File: src/rtl/count_seq_ctrl.sv
// Sequencing controller for the 4-bit up-counter: clears it, counts up to a target,
// holds for a programmed number of cycles, then pulses done. Watchdog flags a stuck counter.
module count_seq_ctrl #(
  parameter int WIDTH  = 4,
  parameter int HOLD_W = 4
) (
  input  logic              clk,
  input  logic              reset,
  input  logic              start,
  input  logic              abort,
  input  logic [WIDTH-1:0]  target,
  input  logic [HOLD_W-1:0] hold_cycles,
  input  logic [WIDTH-1:0]  count_value,
  output logic              count_up,
  output logic              count_reset,
  output logic              busy,
  output logic              done,
  output logic              err
);

  // A healthy counter matches within 2^WIDTH+1 COUNT cycles; the watchdog trips on the next one.
  localparam int WD_W = WIDTH + 2;
  localparam logic [WD_W-1:0] WD_LAST = WD_W'(2 ** WIDTH + 1);

  typedef enum logic [2:0] {
    IDLE,
    CLEAR,
    COUNT,
    HOLD,
    DONE
  } state_t;

  state_t            state_q, state_d;
  logic [WIDTH-1:0]  target_q, target_d;
  logic [HOLD_W-1:0] hold_q, hold_d;
  logic [HOLD_W-1:0] holdCnt_q, holdCnt_d;
  logic [WD_W-1:0]   wdog_q, wdog_d;
  logic              err_q, err_d;
  logic              clrPulse_q, clrPulse_d;
  logic              match;

  assign match       = (count_value == target_q);
  assign busy        = (state_q != IDLE);
  assign err         = err_q;
  assign count_reset = reset | (state_q == CLEAR) | clrPulse_q;

  always_ff @(posedge clk) begin
    if (reset) begin
      state_q    <= IDLE;
      target_q   <= '0;
      hold_q     <= '0;
      holdCnt_q  <= '0;
      wdog_q     <= '0;
      err_q      <= 1'b0;
      clrPulse_q <= 1'b0;
    end else begin
      state_q    <= state_d;
      target_q   <= target_d;
      hold_q     <= hold_d;
      holdCnt_q  <= holdCnt_d;
      wdog_q     <= wdog_d;
      err_q      <= err_d;
      clrPulse_q <= clrPulse_d;
    end
  end

  always_comb begin
    state_d    = state_q;
    target_d   = target_q;
    hold_d     = hold_q;
    holdCnt_d  = holdCnt_q;
    wdog_d     = wdog_q;
    err_d      = err_q;
    clrPulse_d = 1'b0;
    count_up   = 1'b0;
    done       = 1'b0;

    case (state_q)
      IDLE: begin
        if (start) begin
          target_d = target;
          hold_d   = hold_cycles;
          err_d    = 1'b0;
          state_d  = CLEAR;
        end
      end
      CLEAR: begin
        wdog_d  = '0;
        state_d = COUNT;
      end
      COUNT: begin
        count_up = !match;
        wdog_d   = wdog_q + 1'b1;
        if (match) begin
          if (hold_q != '0) begin
            holdCnt_d = hold_q;
            state_d   = HOLD;
          end else begin
            state_d = DONE;
          end
        end else if (wdog_q == WD_LAST) begin
          err_d      = 1'b1;
          clrPulse_d = 1'b1;
          state_d    = IDLE;
        end
      end
      HOLD: begin
        if (holdCnt_q <= HOLD_W'(1)) begin
          state_d = DONE;
        end else begin
          holdCnt_d = holdCnt_q - 1'b1;
        end
      end
      DONE: begin
        done    = 1'b1;
        state_d = IDLE;
      end
      default: state_d = IDLE;
    endcase

    // Abort outranks the watchdog, so a simultaneous trip must not touch err.
    if (busy && abort) begin
      state_d    = IDLE;
      clrPulse_d = 1'b1;
      err_d      = err_q;
    end
  end

endmodule

File: config.mk
export PLATFORM = sky130hd
export DESIGN_NAME = count_seq_ctrl
export DESIGN_NICKNAME = d
export VERILOG_FILES = /design/src/rtl/count_seq_ctrl.sv
export SDC_FILE = /design/constraint.sdc
export NUM_CORES = 1
export LEC_CHECK = 0
export CORE_ASPECT_RATIO = 1.25
export CORE_MARGIN = 2
export CORE_UTILIZATION = 40
export CTS_CLUSTER_SIZE = 25
export DETAILED_ROUTE_END_ITERATION = 8
export PLACE_DENSITY = 0.63
export RECOVER_POWER = 100
export SYNTH_ARGS = -nofsm -noshare
export SYNTH_HDL_FRONTEND = slang
export SYNTH_SLANG_ARGS = --single-unit
File: constraint.sdc
create_clock -name clk -period 2.4 [get_ports clk]
set_input_delay 0.72 -clock clk [delete_from_list [all_inputs] [get_ports clk]]
set_output_delay 0.72 -clock clk [all_outputs]
set_load 0.005 [all_outputs]
==> results of run 1 <==
==> power by group through the flow <==
stage | combinational [W] | sequential [W] | clock, W
after floorplan | 0.000223 | 0.000465 | 0
after global placement | 0.000363 | 0.000466 | 0
after detailed placement | 0.000371 | 0.000467 | 0
after CTS | 0.000371 | 0.000464 | 0.000186
after global routing | 0.000419 | 0.000473 | 0.000203
final | 0.000374 | 0.000467 | 0.000176
==> worst min path at each step <==
stage | startpoint | end | slack, ns | depth (start not counted)
2_1_floorplan | target_q[0] | target_q[0] | 0.45 | 2
5_1_grt | hold_q[0] | hold_q[0] | 0.51 | 2
4_1_cts | hold_q[0] | hold_q[0] | 0.49 | 2
3_3_place_gp | target_q[2] | target_q[2] | 0.45 | 2
3_5_place_dp | target_q[2] | target_q[2] | 0.46 | 2
6_report | hold_q[0] | hold_q[0] | 0.49 | 2
==> what timing repair did <==
| item | CTS | global route |
|---|---|---|
| gates resized for setup | 18 | 4 |
| pin swaps | 2 | 3 |
| buffers inserted | 0 | 0 |
| endpoints found under the setup margin | 3 | 2 |
==> per-stage QoR <==
step                setup WS [ns]  cell area, sq um  setup TNS, ns  cells  power [W]
finish                     0.0642              1480              0    205    0.00102
global placement           -0.526              1420         -0.795    201   0.000829
detailed placement         -0.533              1420         -0.902    201   0.000839
floorplan                   0.314              1150              0    145   0.000688
CTS                       -0.0275              1470        -0.0275    205    0.00102
global route            -0.000107              1480      -0.000107    205    0.00110
==> logic make-up after synthesis <==
group                      Yosys count  synth area share [%]
and+or+nand+nor                     72                  32.8
AOI/OAI and AO/OA                   31                  15.4
DFF                                 23                  40.2
buffers and inverters               10                  3.38
xor gates and xnor gates             4                  3.06
adders and majority gates            4                  4.37
muxes                                1                 0.873
==> area by class of cell <==
cell class / count / share of cell area (%)
well taps: 34 / 2.88
clock buffers: 3 / 1.53
inverters: 5 / 1.27
clock inverters: 1 / 0.339
flip-flops and latches: 23 / 31.2
repair buffers: 27 / 15.9
multi-input cells: 112 / 46.8
==> layer usage <==
metal / up-vias / wire length [um] / global-route usage, %
met5: - / 0 / 0
met1: 511 / 1180 / 20.9
li1: 553 / - / -
met4: 0 / 24 / 6.91
met2: 15 / 1340 / 29.6
met3: 2 / 61 / 2.10
==> flip-flops by register name (all words and copies together) (netlist names) <==
name and count:
wdog_q 6, holdCnt_q 4, hold_q 4, target_q 4, state_q 3, clrPulse_q 1, err 1
==> cell usage in the layout, fill, tap and decap left out, types with 4 or more instances in the layout <==
cell type        synthesis  layout
buf_4                    0       7
clkdlybuf4s50_1          0      14
o21ai_0                  4       4
inv_1                    5       5
nor3b_1                  4       4
nand2_1                 24      24
a21oi_1                 19      19
xor2_2                   0       4
ha_1                     4       4
dfxtp_1                 23      23
nor2_1                  16      15
==> worst max-delay path, cell delays in order <==
cell	delay, ns
clkdlybuf4s50_1	0.41
or3_1	0.36
buf_2	0.13
==> cells in the mapped netlist, drive strengths merged, types with 4 or more instances <==
cell type  number  area, sq um
nand2          24         90.1
dfxtp          23          460
a21oi          20          104
nor2           17         66.3
inv             5         18.8
clkbuf          4         15.0
ha              4         50.1
nor3            4         20.0
nor3b           4         30.0
o21ai           4         20.0
xor2            4         35.0
==> flow_summary_export.csv, run 1 <==
group,metric,value,unit
placement,gp_congestion,0.802,
global_routing,grt_max_degree,24,
finish,post-route-util,54.5,%
finish,num-nets-final,192,
drt,post_drt_wl_per_cell,12.7,um
worst_setup_path,endpoint,"count_reset",
cts,htree_num_levels,1,
drt,routed_wl,2600,um
global_routing,grt_pass1_vias,1017,
floorplan,initial_core_util,42.3,%
pwr,internal_power,0.000651,W
logic_synthesis,syn_avg_cell_area,7.90,sq um
timing,max_freq,428,MHz
finish,drive_gt1_share,15.8,%
floorplan,rows,21,
logic_synthesis,synth_edf_count,0,
finish,seq_area,460,sq um
cts,cts_buffers,3,
global_routing,antenna_found_initial,0,
cts,cts_tree,"done",
pwr,vdd_drop_max,0.355,mV
worst_setup_path,crit_fanout,2,
pwr,switching_share,36.0,%
global_routing,grt-ovfl-total,0,
pwr,p_clk_share,17.3,%
logic_synthesis,netlist_area,1150,sq um
cts,cts.sinks,23,
timing,hold_slack,0.492,ns
timing,finalHoldViolations,0,
pwr,p_switching,0.000367,W
status,outcome,"finished clean",
cts,clkTransAtPathRegs,0.13,ns
floorplan,dieWidth,51.9,um
timing,setup_violations,0,
timing,maxSlewHeadroom,65.5,%
floorplan,die_y,63.8,um
logic_synthesis,synth_cell_types,33,
pwr,p_comb_share,36.8,%
drt,drt_iter0_drc,37,
logic_synthesis,yosysSeqAreaShare,40.2,%
worst_setup_path,regToRegEndpoint,"holdCnt_q[0]",
worst_setup_path,ff2ff_path_depth,7,
timing,tightest_slew,0.516,ns
pwr,cellPowerDensity,690,nW/um^2
drt,ant_nets,0,
cts,root_buffer,"clkbuf_4",
timing,skew,0.00423,ns
drt,vias,1081,
cts,clock_path_buffers,2,
global_routing,track_usage,17.1,%
floorplan,pin_count,21,
worst_setup_path,cp_data_arrival_time,1.62,ns
logic_synthesis,syn_nets,165,
timing,min_period,2.34,ns
pwr,seqPwrFrac,45.9,%
worst_setup_path,r2r-start,"holdCnt_q[0]",
worst_setup_path,critPathLaunch,"reset",
cts,clk_latency,0.30,ns
drt,avgViaCountPerCell,5.27,
job,maxCapViolations,0,
floorplan,core-area,2710,sq um
worst_setup_path,path_class,"input pin to output pin",
global_routing,grt_pass1_wl,4320,um
logic_synthesis,synth_warnings,0,
timing,final_max_slew_viol_count,0,
worst_setup_path,start_kind,"input pin",
floorplan,dieArea,3310,sq um
logic_synthesis,ys_seq_elements,23,
drt,drc,0,
finish,multi_input_area,691,sq um
cts,holdBufCountCts,0,
logic_synthesis,syn-instance-count,145,
logic_synthesis,yosys_most_used_dff,"dfxtp_1",
logic_synthesis,async_flop_share,0,%
pwr,leakage,0.555,nW
drt,firstDrtPassIters,4,
finish,n_fill_cell,263,
hold_path,hold_class,"flop to flop",
placement,dp.final_hpwl,1970,um
worst_setup_path,critPathCaptureType,"output pin",
worst_setup_path,required,1.68,ns
finish,area_growth,28.7,%
worst_setup_path,ff2ff_setup_slack,0.54,ns
finish,antennaDiodeCount,0,
placement,io_buffers,20,
timing,period_share,97.3,%
Power figures use the tool's default switching activity.
==> run 2: changes to the inputs <==
CORE_MARGIN = default   (was 2)
CTS_CLUSTER_DIAMETER = 60   (was default)
MAX_ROUTING_LAYER = met4   (was default)
==> run 2 against run 1 <==
Sequential share of layout area grew 0.70 points; clock power is 2% higher; clock skew increased by 0.0071 ns; critical path depth unchanged; hold slack worse by 0.014 ns; sequential power is essentially flat; combinational power decreased by 8.6%; register-to-register slack about the same; cell count shrank 0.49%; non-clock buffer count down 1; worst setup slack worse by 0.016 ns; largest power group unchanged; highest routed layer unchanged.
==> flow_summary_export.csv, run 2 (synthesis results as in run 1) <==
group,metric,value,unit
status,outcome,"finished clean",
drt,drt_iter0_drc,18,
finish,multi_input_area,673,sq um
finish,layout_commonest_cell,"nand2_1",
finish,post-route-util,53.3,%
finish,antennaDiodeCount,0,
timing,final_max_slew_viol_count,0,
global_routing,grt_pass1_wl,3850,um
finish,regMostFlops,"wdog_q",
timing,max_freq,425,MHz
cts,clock_path_buffers,2,
cts,htree_num_levels,1,
finish,num-nets-final,191,
placement,placedCellCount,200,
pwr,leakage,0.546,nW
placement,dp.final_hpwl,1850,um
pwr,cellPowerDensity,686,nW/um^2
floorplan,die_y,61.8,um
drt,firstDrtPassIters,4,
floorplan,initial_core_util,42.3,%
timing,maxSlewHeadroom,64.5,%
finish,n_fill_cell,272,
drt,routed_wl,2450,um
worst_setup_path,max_stage_delay,0.41,ns
job,maxCapViolations,0,
global_routing,grt_pass1_vias,920,
drt,vias,1065,
floorplan,dieArea,3080,sq um
finish,seq_area,460,sq um
cts,cts_tree,"done",
pwr,vdd_drop_max,0.363,mV
timing,tightest_slew,0.531,ns
timing,setup_violations,0,
worst_setup_path,cp_cell_sequence,"clkdlybuf4s50_1 > or3_1 > buf_2",
global_routing,track_usage,17.0,%
worst_setup_path,crit_fanout,2,
timing,skew,0.0113,ns
cts,cts_buffers,3,
finish,largest_reg_flops,6,
floorplan,rows,21,
floorplan,pin_count,21,
floorplan,core-area,2710,sq um
global_routing,grt-ovfl-total,0,
worst_setup_path,crit_buf_inv,2,
floorplan,dieWidth,49.9,um
finish,drive_gt1_share,12.9,%
worst_setup_path,start_kind,"input pin",
worst_setup_path,path_class,"input pin to output pin",
cts,root_buffer,"clkbuf_4",
finish,finalNonFillerCells,204,
hold_path,min-delay-start,"err",
worst_setup_path,required,1.68,ns
cts,cts.sinks,23,
timing,period_share,98.0,%
worst_setup_path,cp_top_family,"buffers and inverters",
hold_path,hold_class,"flop to flop",
drt,ant_nets,0,
cts,cts_setup_buffers,0,
timing,min_period,2.35,ns
global_routing,antenna_found_initial,0,
timing,rsz0062_at_grt,"no",
finish,layout_common_cells,"nand2_1 (24), dfxtp_1 (23), a21oi_1 (20), nor2_1 (15), clkdlybuf4s50_1 (11)",
drt,avgViaCountPerCell,5.22,
placement,io_buffers,20,
finish,area_growth,25.9,%
worst_setup_path,cp_data_arrival_time,1.63,ns
worst_setup_path,cpMaxStageDelayCell,"clkdlybuf4s50_1",
timing,finalHoldViolations,0,
cts,clkTransAtPathRegs,0.12,ns
worst_setup_path,critPathLaunch,"reset",
drt,post_drt_wl_per_cell,12.0,um
worst_setup_path,r2r-start,"state_q[1]",
worst_setup_path,critPathCaptureType,"output pin",
cts,holdBufCountCts,0,
placement,gp_congestion,0.802,
drt,drc,0,
cts,clk_latency,0.31,ns
global_routing,grt_max_degree,24,
-- run 2: worst paths after layout --
kind / endpoint / cells past startpoint / slack [ns]
worst max-delay path: count_reset / 3 / 0.05
worst min-delay path: err / 2 / 0.48
worst min register to register: err / 2 / 0.48
worst max register to register: holdCnt_q[0] / 6 / 0.53
-- run 2: area by class of cell --
| class | instances | share of cell area, % |
|---|---|---|
| clock buffers | 3 | 1.56 |
| clock inverters | 1 | 0.347 |
| inverters | 5 | 1.30 |
| multi-input cells | 112 | 46.7 |
| flip-flops and latches | 23 | 31.9 |
| well taps | 34 | 2.95 |
| repair buffers | 26 | 15.3 |
-- run 2: power breakdown --
part	total [W]	internal [W]	leakage [nW]	switching (W)
logic	0.000342	0.000146	0.341	0.000196
clock network	0.000180	0.0000622	0.0177	0.000118
registers	0.000468	0.000424	0.187	0.0000441
total	0.000990	0.000632	0.546	0.000358
-- run 2: metrics by stage --
step	setup TNS [ns]	setup WS [ns]	hold slack (ns)	cell area [sq um]	power (W)
finish	0	0.0485	0.478	1440	0.000990
global placement	-0.803	-0.519	0.455	1410	0.000823
CTS	0	0.00810	0.485	1460	0.00101
detailed placement	-0.913	-0.526	0.459	1410	0.000829
global route	0	0.0142	0.506	1440	0.00106
floorplan	0	0.314	0.448	1150	0.000688
-- run 2: metal layers --
metal	track usage, %	part of all wire (%)	vias up
met3	3.16	2.6	4
met1	18.0	44	493
met2	31.9	52	16
li1	-	-	552
met5	-	0	-
met4	6.12	1.3	0
-- run 2: timing repair --
action                     CTS  global route
resized for setup           18             3
setup endpoints to repair    2             2
gates cloned                 0             0
pin swaps                    3             3
-- run 2: worst min-delay path, delay by kind of cell, from the launching register on --
kind	cells	cell delay, ns
AO/OA/AOI/OAI	1	0.06
flip-flops	1	0.33
AND/OR/NAND/NOR	1	0.06
